[config.mk]
export PLATFORM = sky130hd
export DESIGN_NAME = mem_ctrl
export DESIGN_NICKNAME = d
export VERILOG_FILES = /design/src/rtl/mem_ctrl.sv
export SDC_FILE = /design/constraint.sdc
export NUM_CORES = 1
export LEC_CHECK = 0
export ABC_AREA = 1
export ABC_CLOCK_PERIOD_IN_PS = 2600
export CORE_UTILIZATION = 49
export CTS_BUF_LIST = sky130_fd_sc_hd__clkbuf_4 sky130_fd_sc_hd__clkbuf_8
export DETAILED_ROUTE_END_ITERATION = 8
export GPL_TIMING_DRIVEN = 0
export PLACE_DENSITY_LB_ADDON = 0.12
export SLEW_MARGIN = 15
export SYNTH_ARGS = -nofsm -noshare
export SYNTH_HDL_FRONTEND = slang
export SYNTH_SLANG_ARGS = --single-unit
[constraint.sdc]
create_clock -name clk_in -period 2.6 [get_ports clk_in]
set_clock_uncertainty 0.15 [all_clocks]
set_input_delay 0.39 -clock clk_in [delete_from_list [all_inputs] [get_ports clk_in]]
set_output_delay 0.39 -clock clk_in [all_outputs]
set_load 0.005 [all_outputs]
[src/rtl/mem_ctrl.sv]
// mem_ctrl: arbitrates the single 8-bit RAM port between instruction fetch and the MEM stage
module mem_ctrl #(
  parameter int RAM_AW = 17,
  parameter int BEAT_W = 3
) (
  input  logic              clk_in,
  input  logic              rst_in,
  input  logic              rdy_in,
  input  logic              if_req,
  input  logic [31:0]       if_addr,
  input  logic              if_flush,
  output logic              if_fin,
  output logic [31:0]       if_out,
  input  logic [1:0]        mem_op,
  input  logic [1:0]        mem_len,
  input  logic [31:0]       mem_addr,
  input  logic [31:0]       mem_data,
  output logic              mem_fin,
  output logic [31:0]       mem_out,
  output logic [RAM_AW-1:0] ram_a,
  output logic              ram_wr,
  output logic [7:0]        ram_dout,
  input  logic [7:0]        ram_din
);

  typedef enum logic [1:0] {IDLE, RD, WR, DONE} state_t;

  state_t              r_state;
  state_t              w_next;
  logic                r_is_if;
  logic [RAM_AW-1:0]   r_base;
  logic [BEAT_W-1:0]   r_n;
  logic [BEAT_W-1:0]   r_k;
  logic [BEAT_W-1:0]   r_j;
  logic                r_cv;
  logic [31:0]         r_wdata;
  logic [31:0]         r_asm;
  logic [RAM_AW-1:0]   r_a;
  logic                r_wr;
  logic [7:0]          r_dout;
  logic                w_mem_ld;
  logic                w_mem_st;
  logic                w_mem_go;
  logic                w_if_go;
  logic                w_grant;
  logic                w_flush;
  logic [BEAT_W-1:0]   w_n;
  logic [RAM_AW-1:0]   w_base;
  logic                w_unused;

  assign w_mem_ld = mem_op == 2'b01;
  assign w_mem_st = mem_op == 2'b10;
  assign w_mem_go = w_mem_ld | w_mem_st;
  assign w_if_go  = if_req & ~if_flush;
  assign w_grant  = (r_state == IDLE) & (w_mem_go | w_if_go);
  assign w_flush  = r_is_if & if_flush & ((r_state == RD) | (r_state == DONE));
  assign w_base   = w_mem_go ? mem_addr[RAM_AW-1:0] : if_addr[RAM_AW-1:0];
  assign w_n      = ~w_mem_go ? BEAT_W'(4) :
                    mem_len == 2'b00 ? BEAT_W'(1) :
                    mem_len == 2'b01 ? BEAT_W'(2) : BEAT_W'(4);
  assign w_unused = &{1'b0, if_addr[31:RAM_AW], mem_addr[31:RAM_AW]};

  // Address and write outputs are registered; a paused core never writes.
  assign ram_a    = r_a;
  assign ram_dout = r_dout;
  assign ram_wr   = r_wr & rdy_in;
  // Fin is routed to the granted requester only; a flush masks a pending IF fin.
  assign if_fin   = (r_state == DONE) & r_is_if & ~if_flush;
  assign mem_fin  = (r_state == DONE) & ~r_is_if;
  assign if_out   = r_asm;
  assign mem_out  = r_asm;

  // State register, frozen while the core is not ready.
  always_ff @(posedge clk_in or negedge rst_in) begin
    if (!rst_in) r_state <= IDLE;
    else if (rdy_in) r_state <= w_next;
  end

  // Next state: MEM wins arbitration, reads finish after the last captured byte.
  always_comb begin
    w_next = r_state;
    case (r_state)
      IDLE:    w_next = w_mem_st ? WR : (w_mem_ld | w_if_go) ? RD : IDLE;
      RD:      w_next = w_flush ? IDLE : (r_cv && r_j == r_n - BEAT_W'(1)) ? DONE : RD;
      WR:      w_next = (r_k == r_n) ? DONE : WR;
      default: w_next = IDLE;
    endcase
  end

  // Datapath: latch the grant, issue byte beats, assemble little-endian read data.
  always_ff @(posedge clk_in or negedge rst_in) begin
    if (!rst_in) begin
      r_is_if <= 1'b0;
      r_base  <= '0;
      r_n     <= '0;
      r_k     <= '0;
      r_j     <= '0;
      r_cv    <= 1'b0;
      r_wdata <= '0;
      r_asm   <= '0;
      r_a     <= '0;
      r_wr    <= 1'b0;
      r_dout  <= '0;
    end else if (rdy_in) begin
      case (r_state)
        IDLE: begin
          r_wr <= 1'b0;
          if (w_grant) begin
            r_is_if <= ~w_mem_go;
            r_base  <= w_base;
            r_n     <= w_n;
            r_wdata <= mem_data;
            r_asm   <= '0;
            r_k     <= BEAT_W'(1);
            r_j     <= '0;
            r_cv    <= 1'b0;
            r_a     <= w_base;
            r_wr    <= w_mem_st;
            r_dout  <= mem_data[7:0];
          end
        end
        RD: begin
          r_cv <= 1'b1;
          if (r_k < r_n) begin
            r_a <= r_base + RAM_AW'(r_k);
            r_k <= r_k + BEAT_W'(1);
          end
          if (r_cv) begin
            r_asm[8*r_j[1:0] +: 8] <= ram_din;
            r_j <= r_j + BEAT_W'(1);
          end
        end
        WR: begin
          if (r_k < r_n) begin
            r_a    <= r_base + RAM_AW'(r_k);
            r_dout <= r_wdata[8*r_k[1:0] +: 8];
            r_k    <= r_k + BEAT_W'(1);
          end else begin
            r_wr <= 1'b0;
          end
        end
        default: r_wr <= 1'b0;
      endcase
    end
  end

endmodule

Word-level counts from Yosys, hierarchy flattened

Index checks and enable logic that the tools add are counted.
Widths: inputs -> output; s select.

Input port bits: 113
Logic and storage cells: 94
Bits in latches: 0
Bits in read-only memories: 0
RAM bits: 0
Output and inout port bits: 92
Memories: 0
Flip-flop bits (word level): 120

Eq/ne operators: 13
Div/mod/pow operators: 0
Reductions and logical operators: 13
Multipliers: 0
Add/sub/neg operators: 5
Bitwise operators: 16
Shifts and indexed selects: 3
Order comparisons: 1
Muxes and demuxes: 31

Operators by type and width:

| operator                | count |
|---|---|
| $mux 32                 | 2 |
| $pmux 32 s2             | 1 |
| $mux 17                 | 3 |
| $neg 5->34              | 1 |
| $pmux 17 s2             | 1 |
| $shift 8x34->32 const A | 1 |
| $shiftx 8x34->32        | 1 |
| $bwmux 32               | 1 |
| $shiftx 32x6->8         | 1 |
| $mux 3                  | 7 |
| $add 17x3->17           | 1 |
| $mux 8                  | 2 |
| $pmux 8 s2              | 1 |
| $pmux 3 s2              | 2 |
| $reduce_and 4->1        | 3 |
| $reduce_and 3->1        | 3 |
| $and 1x1->1             | 8 |
| $ne 2x2->1 const B      | 4 |
| $add 3x1->3 const B     | 2 |
| $eq 2x1->1 const B      | 3 |
| $eq 2x2->1 const B      | 3 |
| $eq 3x3->1              | 2 |
| $mux 2                  | 3 |
| $pmux 2 s3              | 1 |
| other kinds (12)        | 25 |

Longest topological paths before layout

Gate-level depths: netlist (run 1).

Depth after elaboration: 6
Gate-level depth with buffers: 13
Depth with buffers taken out: 10

Least setup slack after synthesis (run 1)

Ideal clock, no wire load.

Kind: reg2reg
Start point: register r_k[0]
End point: register r_a[12], in the netlist ram_a[12]
Buffers on the path: 3
Cell stages (with the launch flop): 14
Clock period less this slack: 2.014 ns
Required time: 2.333 ns
Path slack: 0.586 ns
Arrival: 1.747 ns
Library setup time: 0.117 ns
Path through: dfrtp_1 > buf_4 > clkinv_1 > buf_2 > ha_1 > inv_1 > nand3_1 > nand3_1 > nand2_1 > nand2_2 > buf_4 > a21oi_2 > nand2_1 > nand2_1

Word-level cells in the longest chain between the ends: 3
Elaborated cells between the ends (all ways): 6
Classes of those cells: add/sub: 1; order compare: 1; eq/ne: 1; mux: 2; reduce/logical: 1

RTL lines:

| what                                                   | line | source |
|---|---|---|
| from (decl)                                            | 33   | `logic [BEAT_W-1:0] r_k;` |
| from (signal assigned)                                 | 126  | `r_k <= r_k + BEAT_W'(1);` |
| from (signal assigned)                                 | 137  | `r_k <= r_k + BEAT_W'(1);` |
| $add 17x3->17 / $lt 3x3->1 (equally long branches)     | n/a  |  |
| $mux 17 / $ne 2x1->1 (equally long branches)           | n/a  |  |
| $pmux 17 s2 / $reduce_and 4->1 (equally long branches) | n/a  |  |
| to (signal assigned)                                   | 117  | `r_a <= w_base;` |
| to (signal assigned)                                   | 125  | `r_a <= r_base + RAM_AW'(r_k);` |
| to (signal assigned)                                   | 135  | `r_a <= r_base + RAM_AW'(r_k);` |
| to (decl)                                              | 38   | `logic [RAM_AW-1:0] r_a;` |

Parallel ways exist; a longest one is shown, timed or not. The select of a mux whose other input is x is not followed.
A chain may end at the register's enable or synchronous reset.

Final worst setup path (run 1)

Same ends and word-level chain as after synthesis.

==> metrics.txt, run 1 <==
# TYPE chip_impl_metric gauge
chip_impl_metric{name="drt_pass1_iterations",unit=""} 5
chip_impl_metric{name="pin_count_of_the_biggest_net_entering_global_routing",unit=""} 67
chip_impl_metric{name="drt-wirelength-per-cell",unit="µm"} 13.6
chip_impl_metric{name="final_antenna_net_count",unit=""} 0
chip_impl_metric{name="io_pins",unit=""} 205
chip_impl_metric{name="post-layout-total-power",unit="µW"} 9420
chip_impl_metric{name="tightestPinTransition",unit="ns"} 0.600
chip_impl_metric{name="clock_path_buffers",unit=""} 2
chip_impl_metric{name="powerDensity",unit="nW/µm²"} 1020
chip_impl_metric{name="synth-seq-area-share",unit="%"} 44.6
chip_impl_metric{name="cap_viol_max_count",unit=""} 0
chip_impl_metric{name="post_synth.cell_area_avg",unit="µm²"} 7.47
chip_impl_info{name="timing.setup.critical_path_class",value="reg -> reg"} 1
chip_impl_info{name="dominantRegCellSynth",value="sky130_fd_sc_hd__dfrtp_1"} 1
chip_impl_metric{name="r2r_slack",unit="ns"} 0.22
chip_impl_metric{name="area_growth",unit="%"} 36.7
chip_impl_metric{name="first_pass_grt_wire_length",unit="µm"} 28600
chip_impl_metric{name="timing.final.hold_violations",unit=""} 0
chip_impl_metric{name="tritoncts.num_buffers",unit=""} 17
chip_impl_metric{name="period_share",unit="%"} 91.7
chip_impl_metric{name="final_max_slew_viol_count",unit=""} 0
chip_impl_metric{name="detail_route.iter0.violations",unit=""} 443
chip_impl_metric{name="cts_sinks",unit=""} 120
chip_impl_metric{name="path_clk_slew",unit="ns"} 0.07
chip_impl_metric{name="grtUsageTotal",unit="%"} 25.7
chip_impl_info{name="crit_path_end_kind",value="flop"} 1
chip_impl_metric{name="place_hpwl",unit="µm"} 13100
chip_impl_info{name="regToRegEndpoint",value="ram_a[12]"} 1
chip_impl_info{name="worstHoldPathType",value="in -> async"} 1
chip_impl_metric{name="yosys_register_bits",unit=""} 120
chip_impl_metric{name="die_height",unit="µm"} 119
chip_impl_metric{name="antenna_cells_inserted",unit=""} 0
chip_impl_metric{name="detailroute.via_count",unit=""} 6395
chip_impl_info{name="crit-reg2reg-launch",value="r_k[0]"} 1
chip_impl_metric{name="synth_cell_type_count",unit=""} 41
chip_impl_metric{name="setup_total_negative_slack",unit="ns"} 0
chip_impl_metric{name="crit_path_max_incr_delay",unit="ns"} 0.42
chip_impl_metric{name="synth.yosys.warnings",unit=""} 0
chip_impl_info{name="crit_chain",value="buf_4, clkinvlp_4, buf_2, ha_1, inv_1, nand3_1, nand3_1, nand2_1, nand2_2, buf_4, a21oi_2, nand2_1, nand2_1"} 1
chip_impl_metric{name="vdd.ir_drop.worst",unit="mV"} 0.514
chip_impl_metric{name="drt_wl_total",unit="µm"} 17400
chip_impl_info{name="clk_root_buffer_cell",value="sky130_fd_sc_hd__clkbuf_8"} 1
chip_impl_metric{name="finalWeightedCongestion",unit=""} 0.880
chip_impl_metric{name="p_leak",unit="µW"} 0.00453
chip_impl_metric{name="max_clock_freq",unit="MHz"} 419
chip_impl_info{name="tritoncts",value="yes"} 1
chip_impl_info{name="timing.critical_path.slowest_stage_cell",value="sky130_fd_sc_hd__dfrtp_1"} 1
chip_impl_metric{name="die_w",unit="µm"} 119
chip_impl_metric{name="start_util",unit="%"} 50.6
chip_impl_metric{name="synth_edf_count",unit=""} 0
chip_impl_metric{name="cp_data_required_time",unit="ns"} 2.78
chip_impl_metric{name="arrival_time_of_data_at_the_critical_path_endpoint",unit="ns"} 2.57
chip_impl_metric{name="r2r_cells",unit=""} 13
chip_impl_metric{name="mappedNetlistArea",unit="µm²"} 6730
chip_impl_metric{name="number_of_cells_produced_by_synthesis",unit=""} 900
chip_impl_metric{name="period_minus_slack",unit="ns"} 2.38
chip_impl_metric{name="setup_violations",unit=""} 0
chip_impl_metric{name="clock_insertion_delay_at_the_later_pin_of_the_skew_report",unit="ns"} 0.44
chip_impl_metric{name="fp.coreArea",unit="µm²"} 13300
chip_impl_metric{name="crit_buf_inv",unit=""} 5
chip_impl_metric{name="io_buffer_count",unit=""} 174
chip_impl_info{name="family_of_cells_with_the_greatest_summed_delay_on_the_critical_path",value="buffers and inverters"} 1
chip_impl_metric{name="rows",unit=""} 42
chip_impl_metric{name="htreeDepth",unit=""} 4
chip_impl_metric{name="n_fill_cell",unit=""} 1135
chip_impl_metric{name="layout-drive-gt1-share",unit="%"} 11.6
chip_impl_info{name="status",value="completed"} 1
chip_impl_metric{name="gr-total-overflow",unit=""} 0
chip_impl_metric{name="via_to_cell_ratio",unit=""} 4.98
chip_impl_info{name="grt_setup_unrepaired",value="false"} 1
chip_impl_metric{name="finish.net_count",unit=""} 1227
chip_impl_metric{name="vias_in_the_first_global_route",unit=""} 5851
chip_impl_metric{name="postSynthNetCount",unit=""} 1032
chip_impl_metric{name="grt_antenna_before_repair",unit=""} 0
chip_impl_metric{name="fin_hold_ws",unit="ns"} 0.322
chip_impl_info{name="timing.critical_path.from_type",value="flop"} 1
chip_impl_metric{name="route.detailed.drc",unit=""} 0
chip_impl_info{name="cell_with_the_most_instances_on_the_worst_path",value="sky130_fd_sc_hd__nand2_1"} 1
chip_impl_metric{name="timing.critical_path.depth",unit=""} 13
chip_impl_metric{name="critPathMaxFanout",unit=""} 10
chip_impl_metric{name="synth_async_sr_flop_share",unit="%"} 100
chip_impl_metric{name="die-area",unit="µm²"} 14200
chip_impl_metric{name="timing.slew.headroom",unit="%"} 60.0
[metal layers]
layer  GRT usage (%)  up-vias  part of all wire, %
met5               0        -                    0
met4            9.41        0                  1.4
met3            5.80       19                  6.0
met2            39.1      197                   46
met1            35.8     2973                   47
li1                -     3206                    -
[final cells by class]
class | count | area, µm² | area share (%)
Sequential cell | 120 | 3000 | 32.7
Inverter | 76 | 294 | 3.20
Tap cell | 176 | 220 | 2.39
Clock inverter | 7 | 138 | 1.50
Clock buffer | 25 | 325 | 3.54
Multi-Input combinational cell | 641 | 3020 | 32.8
Buffer | 63 | 417 | 4.53
Timing Repair Buffer | 176 | 1780 | 19.4
[sequential cells by signal, summed over array words and instances (netlist names)]
name / flops
r_k: 3
if_out: 32
r_is_if: 1
r_state: 2
ram_dout: 8
ram_a: 17
r_wr: 1
r_wdata: 32
r_j: 3
r_cv: 1
r_base: 17
r_n: 3
[cell usage in the layout (no fill, tap or decap), drive strengths merged]
cell / instances
dfrtp: 120
nand3b: 3
mux2i: 3
buf: 56
nor3: 9
or2: 5
o21bai: 2
inv: 74
nor2: 65
ha: 18
xnor2: 1
o22ai: 1
o211ai: 4
clkinv: 3
clkdlybuf4s50: 173
nand4: 4
clkbuf: 34
dlygate4sd3: 1
xor2: 2
bufinv: 4
nand3: 76
a21oi: 18
o21ai: 63
fa: 1
a31oi: 4
clkinvlp: 2
nand2: 362
[report_power, final]
group          switching [µW]  total [µW]  internal [µW]  leakage [µW]
clock                     732        1930           1200      0.000236
combinational            2520        4390           1870       0.00276
sequential                520        3100           2580       0.00154
total                    3780        9420           5650       0.00453
[kinds of logic (layout without fill, tap and decap cells)]
family	count (synthesis)	in the layout	share of synthesized area, %
XOR/XNOR	3	3	0.391
AND/OR/NAND/NOR	524	524	32.5
buffers and inverters	139	347	10.5
flip-flops	120	120	44.6
multiplexers	3	3	0.446
adder cells (fa/ha/maj)	19	19	3.65
AO/OA/AOI/OAI	92	92	7.94
[synthesized netlist by cell type (all sizes together), types with 5 or more instances]
master	instances	area, µm²
nand2	362	1390
dfrtp	120	3000
nand3	76	385
inv	74	283
nor2	65	277
o21ai	63	349
buf	55	383
a21oi	18	109
ha	18	225
nor3	9	55.1
clkbuf	8	31.3
or2	5	31.3
[metrics by stage]
| stage | setup slack (ns) | std cells | cell area (µm²) | util, % |
|---|---|---|---|---|
| after detailed placement | 0.114 | 1251 | 8720 | 65.6 |
| after CTS | 0.0828 | 1284 | 9190 | 69.1 |
| after floorplan | 0.586 | 900 | 6730 | - |
| final | 0.215 | 1284 | 9200 | 69.2 |
| after global placement | -3.78 | 1250 | 8690 | 65.3 |
| after global routing | 0.0168 | 1284 | 9200 | 69.2 |
[worst max path at each step]
stage,to,slack [ns],startpoint
final,ram_a[12],0.22,r_k[0]
after global routing,ram_a[12],0.02,r_k[0]
after floorplan,ram_a[12],0.59,r_k[0]
after detailed placement,ram_a[12],0.11,r_k[0]
after CTS,ram_a[12],0.08,r_k[0]
after global placement,ram_dout[3],-3.78,rst_in
[worst register-to-register path: stages, from the launching register on]
cell and delay, ns:
sky130_fd_sc_hd__dfrtp_1 0.42, sky130_fd_sc_hd__buf_4 0.20, sky130_fd_sc_hd__clkinvlp_4 0.19, sky130_fd_sc_hd__buf_2 0.24, sky130_fd_sc_hd__ha_1 0.20, sky130_fd_sc_hd__inv_1 0.05
sky130_fd_sc_hd__nand3_1 0.08, sky130_fd_sc_hd__nand3_1 0.14, sky130_fd_sc_hd__nand2_1 0.08, sky130_fd_sc_hd__nand2_2 0.14, sky130_fd_sc_hd__buf_4 0.22, sky130_fd_sc_hd__a21oi_2 0.04
sky130_fd_sc_hd__nand2_1 0.08, sky130_fd_sc_hd__nand2_1 0.05
[what timing repair did]
action	in CTS	in global routing
endpoints found under the setup margin	0	18
hold buffers	1	0
setup buffers	0	0
hold endpoints to repair	54	0
resized for setup	0	2
Power figures use the tool's default switching activity.
==> run 2, diff against run 1 <==
Settings changed: CORE_UTILIZATION 49 to 60, DONT_BUFFER_PORTS set to 1, MAX_ROUTING_LAYER set to met4.
==> metrics.txt, run 2 (synthesis gave the netlist of run 1 again) <==
# TYPE chip_impl_metric gauge
chip_impl_info{name="crit-reg2reg-launch",value="r_state[0]"} 1
chip_impl_metric{name="final_max_slew_viol_count",unit=""} 0
chip_impl_metric{name="cts.hold.buffers_added",unit=""} 44
chip_impl_metric{name="start_util",unit="%"} 61.8
chip_impl_metric{name="finalCoreUtilization",unit="%"} 71.5
chip_impl_metric{name="via_to_cell_ratio",unit=""} 5.50
chip_impl_info{name="crit_chain",value="inv_1, ha_1, nand3_2, inv_2, buf_2, a31oi_1, dlygate4sd3_1"} 1
chip_impl_info{name="violations",value="hold timing"} 1
chip_impl_info{name="status",value="complete, but fails checks"} 1
chip_impl_metric{name="layout-drive-gt1-share",unit="%"} 12.8
chip_impl_info{name="timing.setup.critical_path_class",value="reg -> reg"} 1
chip_impl_metric{name="grtUsageTotal",unit="%"} 32.2
chip_impl_metric{name="path_clk_slew",unit="ns"} 0.07
chip_impl_metric{name="gr-total-overflow",unit=""} 0
chip_impl_metric{name="tritoncts.num_buffers",unit=""} 17
chip_impl_metric{name="setup_total_negative_slack",unit="ns"} 0
chip_impl_metric{name="cts_sinks",unit=""} 120
chip_impl_metric{name="tightestPinTransition",unit="ns"} 0.585
chip_impl_metric{name="crit_path_max_incr_delay",unit="ns"} 0.58
chip_impl_metric{name="arrival_time_of_data_at_the_critical_path_endpoint",unit="ns"} 2.71
chip_impl_metric{name="setup_violations",unit=""} 0
chip_impl_metric{name="critPathMaxFanout",unit=""} 10
chip_impl_metric{name="r2r_cells",unit=""} 7
chip_impl_metric{name="p_leak",unit="µW"} 0.00404
chip_impl_metric{name="route.detailed.drc",unit=""} 0
chip_impl_metric{name="io_pins",unit=""} 205
chip_impl_metric{name="r2r_slack",unit="ns"} 0.05
chip_impl_metric{name="cap_viol_max_count",unit=""} 0
chip_impl_info{name="clk_root_buffer_cell",value="sky130_fd_sc_hd__clkbuf_8"} 1
chip_impl_info{name="grt_setup_unrepaired",value="false"} 1
chip_impl_metric{name="first_pass_grt_wire_length",unit="µm"} 27800
chip_impl_metric{name="period_minus_slack",unit="ns"} 2.55
chip_impl_metric{name="htreeDepth",unit=""} 4
chip_impl_info{name="timing.critical_path.slowest_stage_cell",value="sky130_fd_sc_hd__dlygate4sd3_1"} 1
chip_impl_metric{name="final_antenna_net_count",unit=""} 0
chip_impl_metric{name="vias_in_the_first_global_route",unit=""} 5868
chip_impl_metric{name="die_w",unit="µm"} 108
chip_impl_info{name="crit_path_end_kind",value="flop"} 1
chip_impl_metric{name="timing.slew.headroom",unit="%"} 61.0
chip_impl_metric{name="finalWeightedCongestion",unit=""} 0.938
chip_impl_metric{name="clock_insertion_delay_at_the_later_pin_of_the_skew_report",unit="ns"} 0.43
chip_impl_metric{name="crit_buf_inv",unit=""} 4
chip_impl_metric{name="finish.net_count",unit=""} 1095
chip_impl_info{name="timing.critical_path.from_type",value="flop"} 1
chip_impl_metric{name="area_growth",unit="%"} 15.7
chip_impl_metric{name="post_cts_buffers",unit=""} 0
chip_impl_metric{name="pin_count_of_the_biggest_net_entering_global_routing",unit=""} 121
chip_impl_info{name="family_of_cells_with_the_greatest_summed_delay_on_the_critical_path",value="buffers and inverters"} 1
chip_impl_metric{name="clock_path_buffers",unit=""} 2
chip_impl_info{name="worstHoldPathType",value="in -> async"} 1
chip_impl_metric{name="rows",unit=""} 38
chip_impl_metric{name="drt-wirelength-per-cell",unit="µm"} 15.8
chip_impl_metric{name="detailroute.via_count",unit=""} 6132
chip_impl_metric{name="timing.final.hold_violations",unit=""} 120
chip_impl_metric{name="max_clock_freq",unit="MHz"} 393
chip_impl_metric{name="finalWorstSetupSlack",unit="ns"} 0.0533
chip_impl_metric{name="vdd.ir_drop.worst",unit="mV"} 0.684
chip_impl_metric{name="powerDensity",unit="nW/µm²"} 1130
chip_impl_metric{name="grt_antenna_before_repair",unit=""} 0
chip_impl_metric{name="drt_pass1_iterations",unit=""} 5
chip_impl_info{name="tritoncts",value="yes"} 1
chip_impl_metric{name="fp.coreArea",unit="µm²"} 10900
chip_impl_info{name="mostFrequentLayoutCells",value="358 x sky130_fd_sc_hd__nand2_1, 120 x sky130_fd_sc_hd__dfrtp_1, 75 x sky130_fd_sc_hd__nand3_1"} 1
chip_impl_info{name="layout.cells.most_common",value="sky130_fd_sc_hd__nand2_1"} 1
chip_impl_metric{name="die-area",unit="µm²"} 11600
chip_impl_metric{name="io_buffer_count",unit=""} 0
chip_impl_info{name="regToRegEndpoint",value="r_base[3]"} 1
chip_impl_metric{name="place_ws",unit="ns"} 0.136
chip_impl_metric{name="cp_data_required_time",unit="ns"} 2.77
chip_impl_metric{name="place_hpwl",unit="µm"} 12400
chip_impl_metric{name="drt_wl_total",unit="µm"} 17600
chip_impl_metric{name="detail_route.iter0.violations",unit=""} 497
chip_impl_metric{name="die_height",unit="µm"} 108
chip_impl_metric{name="antenna_cells_inserted",unit=""} 0
chip_impl_metric{name="period_share",unit="%"} 97.9
chip_impl_metric{name="fin_hold_ws",unit="ns"} -0.502
run 2: power breakdown:
part           leakage (µW)  internal, µW  switching (µW)
clock network      0.000219          1080             746
registers           0.00154          2580             607
logic               0.00228          1330            2430
total               0.00404          4990            3780
run 2: cell type report:
cell class,count,area (µm²)
tap,140,175
multi-input combinational,641,3020
buffer,63,420
clock buffer,24,312
clock inverter,7,116
sequential,120,3000
timing repair buffer,44,440
fill,879,3110
inverter,76,294
run 2: worst reg2reg max path, stage by stage (launching register included):
cell,delay (ns)
sky130_fd_sc_hd__dfrtp_1,0.41
sky130_fd_sc_hd__inv_1,0.11
sky130_fd_sc_hd__ha_1,0.28
sky130_fd_sc_hd__nand3_2,0.27
sky130_fd_sc_hd__inv_2,0.25
sky130_fd_sc_hd__buf_2,0.27
sky130_fd_sc_hd__a31oi_1,0.11
sky130_fd_sc_hd__dlygate4sd3_1,0.58
run 2: routing by layer:
| metal | GRT usage, % | up-vias | share of wire [%] |
|---|---|---|---|
| met3 | 5.87 | 37 | 5.9 |
| met1 | 39.1 | 2895 | 43 |
| met4 | 15.0 | 0 | 2.4 |
| met2 | 52.2 | 262 | 49 |
| met5 | - | - | 0 |
| li1 | - | 2938 | - |
run 2: per-stage QoR:
stage	hold slack, ns	std cells	total power [µW]	instance area [µm²]
detailed placement	-0.0529	1040	6780	6900
global route	-0.527	1115	9410	7780
global placement	-0.0530	1040	6640	6900
floorplan	-0.0556	900	5820	6730
CTS	-0.517	1115	8690	7770
finish	-0.502	1115	8770	7780
run 2: how the worst max path moves through the flow:
stage	to	from	slack, ns	depth (start not counted)
after floorplan	ram_a[12]	r_k[0]	0.59	13
after global placement	ram_a[12]	r_k[0]	0.14	13
after detailed placement	ram_a[12]	r_k[0]	0.14	13
after CTS	ram_a[12]	r_k[0]	0.12	13
after global routing	r_base[0]	r_state[0]	0.02	7
final	r_base[3]	r_state[0]	0.05	7
run 2: timing repair:
action,CTS,global route
resized for setup,0,3
endpoints found under the hold margin,172,120
setup endpoints to repair,0,14
